File: config.mk
export PLATFORM = sky130hd
export DESIGN_NAME = gol_sequencer
export DESIGN_NICKNAME = d
export VERILOG_FILES = /design/src/rtl/gol_sequencer.sv
export SDC_FILE = /design/constraint.sdc
export NUM_CORES = 1
export LEC_CHECK = 0
export CAP_MARGIN = 25
export CORE_ASPECT_RATIO = 0.5
export CORE_MARGIN = 8
export CORE_UTILIZATION = 30
export CTS_BUF_LIST = sky130_fd_sc_hd__clkbuf_8
export CTS_CLUSTER_DIAMETER = 150
export DETAILED_ROUTE_END_ITERATION = 6
export DONT_BUFFER_PORTS = 1
export GPL_TIMING_DRIVEN = 0
export PLACE_DENSITY_LB_ADDON = 0.1
export SETUP_SLACK_MARGIN = 0.1
export SLEW_MARGIN = 15
export SYNTH_ARGS = -nofsm -noshare
export SYNTH_HDL_FRONTEND = slang
export SYNTH_SLANG_ARGS = --single-unit
File: constraint.sdc
create_clock -name clk -period 2.9 [get_ports clk]
set_clock_uncertainty 0.1 [all_clocks]
set_input_delay 0 -clock clk [delete_from_list [all_inputs] [get_ports clk]]
set_output_delay 0 -clock clk [all_outputs]
set_load 0.02 [all_outputs]
File: src/rtl/gol_sequencer.sv
// Sequencer for a ROWS x COLS Game of Life array: serial pattern load, broadcast
// initialisation, single-step or free-run generation advance, and halt detection.
module gol_sequencer #(
  parameter int unsigned ROWS  = 8,
  parameter int unsigned COLS  = 8,
  parameter int unsigned GEN_W = 16
) (
  input  logic                   clk,
  input  logic                   rst_n,
  input  logic                   load_valid,
  input  logic                   load_bit,
  output logic                   load_ready,
  input  logic                   start,
  input  logic                   step,
  input  logic                   stop,
  input  logic [GEN_W-1:0]       max_gens,
  input  logic [ROWS*COLS-1:0]   board_state,
  output logic                   cell_initialize,
  output logic [ROWS*COLS-1:0]   cell_init_state,
  output logic                   cell_advance,
  output logic [GEN_W-1:0]       generation,
  output logic                   busy,
  output logic                   done,
  output logic [1:0]             halt_reason,
  output logic                   halt_stopped
);

  localparam int unsigned N    = ROWS * COLS;
  localparam int unsigned IdxW = (N > 1) ? $clog2(N) : 1;

  typedef enum logic [2:0] {
    StIdle, StLoad, StInit, StReady, StAdv, StChk, StHalt
  } state_e;

  state_e            state_q, state_d;
  logic [N-1:0]      sreg_q, sreg_d;
  logic [N-1:0]      prev_q, prev_d;
  logic [IdxW-1:0]   idx_q, idx_d;
  logic [GEN_W-1:0]  gen_q, gen_d, gen_inc;
  logic [1:0]        reason_q, reason_d;
  logic              stopped_q, stopped_d;
  logic              run_q, run_d;
  logic              stop_q, stop_d;
  logic              load_ready_q;
  logic              beat;

  assign beat    = load_valid & load_ready_q;
  assign gen_inc = (&gen_q) ? gen_q : gen_q + GEN_W'(1);

  always_comb begin
    state_d   = state_q;
    sreg_d    = sreg_q;
    prev_d    = prev_q;
    idx_d     = idx_q;
    gen_d     = gen_q;
    reason_d  = reason_q;
    stopped_d = stopped_q;
    run_d     = run_q;
    stop_d    = stop_q;

    unique case (state_q)
      StIdle, StReady, StHalt: begin
        if (beat) begin
          state_d   = StLoad;
          sreg_d    = '0;
          sreg_d[0] = load_bit;
          idx_d     = IdxW'(1);
          gen_d     = '0;
          reason_d  = 2'd0;
          stopped_d = 1'b0;
        end else if (state_q != StIdle && (start || step)) begin
          // start wins over step; stale stop requests never carry into a new run
          state_d   = StAdv;
          run_d     = start;
          stop_d    = 1'b0;
          reason_d  = 2'd0;
          stopped_d = 1'b0;
        end
      end
      StLoad: begin
        if (beat) begin
          sreg_d[idx_q] = load_bit;
          if (idx_q == IdxW'(N - 1)) state_d = StInit;
          else                       idx_d   = idx_q + IdxW'(1);
        end
      end
      StInit: state_d = StReady;
      StAdv: begin
        prev_d  = board_state;
        state_d = StChk;
        if (stop) stop_d = 1'b1;
      end
      StChk: begin
        gen_d = gen_inc;
        if (stop) stop_d = 1'b1;
        state_d = run_q ? StAdv : StReady;
        if (max_gens != '0 && gen_inc == max_gens) begin
          reason_d = 2'd1;
          state_d  = StHalt;
        end else if (board_state == '0) begin
          reason_d = 2'd2;
          state_d  = StHalt;
        end else if (board_state == prev_q) begin
          reason_d  = 2'd3;
          stopped_d = 1'b0;
          state_d   = StHalt;
        end else if (stop_q) begin
          reason_d  = 2'd3;
          stopped_d = 1'b1;
          state_d   = StHalt;
        end
      end
      default: state_d = StIdle;
    endcase
  end

  always_ff @(posedge clk) begin
    if (!rst_n) begin
      state_q      <= StIdle;
      sreg_q       <= '0;
      prev_q       <= '0;
      idx_q        <= '0;
      gen_q        <= '0;
      reason_q     <= 2'd0;
      stopped_q    <= 1'b0;
      run_q        <= 1'b0;
      stop_q       <= 1'b0;
      load_ready_q <= 1'b0;
    end else begin
      state_q      <= state_d;
      sreg_q       <= sreg_d;
      prev_q       <= prev_d;
      idx_q        <= idx_d;
      gen_q        <= gen_d;
      reason_q     <= reason_d;
      stopped_q    <= stopped_d;
      run_q        <= run_d;
      stop_q       <= stop_d;
      // Registered so it stays low for the first cycle out of reset
      load_ready_q <= state_d inside {StIdle, StLoad, StReady, StHalt};
    end
  end

  assign load_ready      = load_ready_q;
  assign cell_initialize = (state_q == StInit);
  assign cell_init_state = (state_q == StInit) ? sreg_q : '0;
  assign cell_advance    = (state_q == StAdv);
  assign busy            = state_q inside {StLoad, StInit, StAdv, StChk};
  assign done            = (state_q == StHalt);
  assign generation      = gen_q;
  assign halt_reason     = reason_q;
  assign halt_stopped    = stopped_q;

endmodule

==> impl_metrics.env <==
export IMPL_grt_max_degree=17
export IMPL_synth_largest_type_area_fraction_pct=36.13
export IMPL_num_antenna_cells=0
export IMPL_slew_headroom_pct=12.21
export IMPL_clock_root_buffer="sky130_fd_sc_hd__clkbuf_8"
export IMPL_finalHoldViolCount=0
export IMPL_share_comb_of_total_power_pct=10.0
export IMPL_postLayoutSetupSlackWorst_ps=130.9
export IMPL_layout_drive_gt1_share_pct=8.903
export IMPL_source_of_the_worst_hold_timing_path="board_state[17]"
export IMPL_timing_critical_path_slowest_cell_delay_ps=600
export IMPL_timing_critical_path_to_type="flip-flop"
export IMPL_final_hpwl_from_detailed_placement_um=24710
export IMPL_cp_data_arrival_time_ps=3090
export IMPL_gr_total_overflow=0
export IMPL_syn_nets=1274
export IMPL_clk_latency_ps=480
export IMPL_placement_io_buffers=0
export IMPL_grt_antenna_before_repair=0
export IMPL_numCtsBuffers=17
export IMPL_min_period_over_period_pct=95.49
export IMPL_route_detailed_wl_per_inst_um=20.33
export IMPL_track_usage_pct=18.78
export IMPL_fin_crit_ps=2769
export IMPL_hold_depth=6
export IMPL_synth_lib_cells_used_distinct=60
export IMPL_rows=44
export IMPL_pwr_share_clk_pct=36.0
export IMPL_vdd_drop_max_mv=0.2824
export IMPL_power_net_switching_uw=1091
export IMPL_switching_share_pct=27.02
export IMPL_die_area_um2=35440
export IMPL_drc_errors=0
export IMPL_final_setup_viol_count=0
export IMPL_grt_pass1_vias=8824
export IMPL_total_power_uw=4038
export IMPL_vias=9022
export IMPL_number_of_standard_cells_after_synthesis=1185
export IMPL_worstSetupStartpointType="flip-flop"
export IMPL_detailedPlace_worstSlack_ps=-590.9
export IMPL_min_path_type="primary input to flip-flop"
export IMPL_drv_slew=0
export IMPL_fillers=3099
export IMPL_finalNetCount=1382
export IMPL_cts_path_max_buffers=2
export IMPL_yosys_register_bits=159
export IMPL_netlist_top_cells_area="sky130_fd_sc_hd__dfxtp_1 36%, sky130_fd_sc_hd__a21oi_1 13%, sky130_fd_sc_hd__xnor2_1 8.0%"
export IMPL_chipHeight_um=137.2
export IMPL_setup_repair_after_global_routing_missed_its_margin="yes"
export IMPL_gp_congestion=0.8891
export IMPL_run_status="finished clean"
export IMPL_drt_antenna_violating_nets=0
export IMPL_final_util_pct=36.89
export IMPL_timing_hold_worst_endpoint="halt_stopped$_SDFFE_PN0P_"
export IMPL_cts_htree_levels=4
export IMPL_netlist_top_cell_by_area="sky130_fd_sc_hd__dfxtp_1"
export IMPL_worst_slew_pin_transition_ps=1305
export IMPL_drt_initial_drc_count=605
export IMPL_ratio_of_total_power_to_cell_area_nw_per_um2=378.0
export IMPL_fp_dieW_um=258.3
export IMPL_timing_rr_end="halt_reason[0]$_SDFFE_PN0P_"
export IMPL_areaGrowthSynthToFinish_pct=21.26
export IMPL_synth_top_flop_cell="sky130_fd_sc_hd__dfxtp_1"
export IMPL_total_leakage_power_uw=0.003439
export IMPL_synthesis_area_um2=8810
export IMPL_synth_most_common_cell="sky130_fd_sc_hd__a21oi_1"
export IMPL_yosysWarnings=0
export IMPL_numClockSinks=159
export IMPL_drt_first_pass_iters=5
export IMPL_clock_tree_from_tritoncts="yes"
export IMPL_synth_avg_cell_area_um2=7.434
export IMPL_post_drt_via_cell_ratio=5.326
export IMPL_core_um2=28960
export IMPL_effective_utilization_at_floorplan_pct=30.42
export IMPL_finalNonFillerCells=1694
export IMPL_edff_count_synth=0
export IMPL_netlist_top_cells_count="223 x sky130_fd_sc_hd__a21oi_1, 161 x sky130_fd_sc_hd__nand2_1, 159 x sky130_fd_sc_hd__dfxtp_1, 87 x sky130_fd_sc_hd__clkbuf_1, 82 x sky130_fd_sc_hd__o21ai_0"
export IMPL_synth_async_sr_flop_share_pct=0
export IMPL_dpl_cell_count=1579
export IMPL_worst_setup_path_type="flip-flop to flip-flop"
export IMPL_routed_wirelength_um=34440
export IMPL_io_pins=175
export IMPL_first_pass_grt_wire_length_um=51780
export IMPL_critical_path_slowest_cell="sky130_fd_sc_hd__or4_4"
export IMPL_critPathRequiredTime_ps=3220
export IMPL_worst_path_max_fanout=7
export IMPL_fmaxAchievable_ghz=0.3611
export IMPL_timing_max_cap_violations=0
export IMPL_final_setup_tns_ps=0
export IMPL_intPower_uw=2947
export IMPL_share_seq_of_total_power_pct=54.0
export IMPL_timing_reg2reg_setup_slack_ps=130
export IMPL_synth_seq_area_share_pct=36.13
export IMPL_clkSlewWorstSetupHoldPaths_ps=80
export IMPL_reg2regPathDepth=10
export IMPL_cells_traversed_along_the_worst_timing_path="ha_4 > and4_1 > clkbuf_4 > o311ai_4 > xnor2_1 > a311oi_1 > nand4b_1 > or4_4 > a31oi_1 > o21a_1"
export IMPL_worst_r2r_startpoint="generation[0]$_SDFFE_PN0P_"
[worst max-delay path, delay by kind of cell, from the launching register on]
family                     cells  cell delay [ps]
DFF                            1              440
and+or+nand+nor                3              980
xor gates and xnor gates       1              150
buffers and inverters          1              190
adders and majority gates      1              180
AOI/OAI and AO/OA              4              690
[power groups by stage]
stage | Sequential [uW] | Combinational [uW] | Clock (uW)
2_1_floorplan | 2240 | 196 | 0
3_3_place_gp | 2240 | 288 | 0
3_5_place_dp | 2240 | 290 | 0
4_1_cts | 2180 | 398 | 1520
5_1_grt | 2180 | 433 | 1610
6_report | 2180 | 403 | 1450
[layer usage]
layer	part of all wire (%)	vias to the layer above	routed length, um	global-route usage [%]
met4	2.0	0	703	5.848
met5	0	-	0	0
met3	5.7	40	1960	4.717
met2	49	254	16790	32.69
li1	-	4362	-	-
met1	44	4366	14990	22.82
[timing repair]
item,4_1_cts,5_1_grt
endpoints found under the hold margin,83,0
resized for setup,37,28
hold buffers,73,0
setup endpoints to repair,19,99
buffers inserted,6,7
pin swaps,4,5
[layout by cell type (no fill, tap or decap), types with 37 or more instances in the layout]
cell,netlist,routed
sky130_fd_sc_hd__a21oi_1,223,220
sky130_fd_sc_hd__nand2_1,161,161
sky130_fd_sc_hd__dfxtp_1,159,143
sky130_fd_sc_hd__clkbuf_1,87,81
sky130_fd_sc_hd__o21ai_0,82,80
sky130_fd_sc_hd__xnor2_1,80,79
sky130_fd_sc_hd__nand3_1,78,77
sky130_fd_sc_hd__dlygate4sd3_1,0,73
sky130_fd_sc_hd__and2_1,70,70
sky130_fd_sc_hd__nor2_1,39,37
[cell type report]
type | count | area, um^2 | area share [%]
buffer | 106 | 466.7 | 4.369
timing repair buffer | 89 | 847.1 | 7.929
clock inverter | 10 | 53.80 | 0.5036
multi-input combinational | 908 | 5299 | 49.60
sequential | 159 | 3221 | 30.15
clock buffer | 19 | 261.5 | 2.448
tap | 391 | 489.2 | 4.580
inverter | 12 | 45.04 | 0.4216
[per-stage QoR]
step / area [um^2] / hold WS, ps
3_5_place_dp: 9321 / 29.36
5_1_grt: 10680 / 5.849
3_3_place_gp: 9301 / 22.71
2_1_floorplan: 8812 / 16.17
4_1_cts: 10550 / 0.1861
6_report: 10680 / 45.64
[cells by family after synthesis]
kind of cell	synth area share (%)
compound gates	20.68
fa+ha+maj	0.3976
buf+inv	5.724
simple gates	27.68
mux	0.2414
xor+xnor	9.146
flops	36.13
[sequential cells by signal, summed over array words and instances (netlist names)]
signal,flops
state_q,3
sreg_q,64
run_q,1
halt_reason,2
prev_q,64
idx_q,6
halt_stopped,1
load_ready,1
stop_q,1
generation,16
[worst max-delay path by stage]
stage                               startpoint                          end  slack [ps]  cells after the start
floorplan           generation[1]$_SDFFE_PN0P_        state_q[0]$_SDFF_PN0_         200                      9
global placement    generation[3]$_SDFFE_PN0P_        load_ready$_SDFF_PN0_        -590                      9
detailed placement  generation[1]$_SDFFE_PN0P_        load_ready$_SDFF_PN0_        -590                      9
CTS                      state_q[1]$_SDFF_PN0_          cell_init_state[49]          80                      6
global route        generation[0]$_SDFFE_PN0P_  halt_reason[0]$_SDFFE_PN0P_          40                     10
finish              generation[0]$_SDFFE_PN0P_  halt_reason[0]$_SDFFE_PN0P_         130                     10
(Power assumes the default switching activity.)
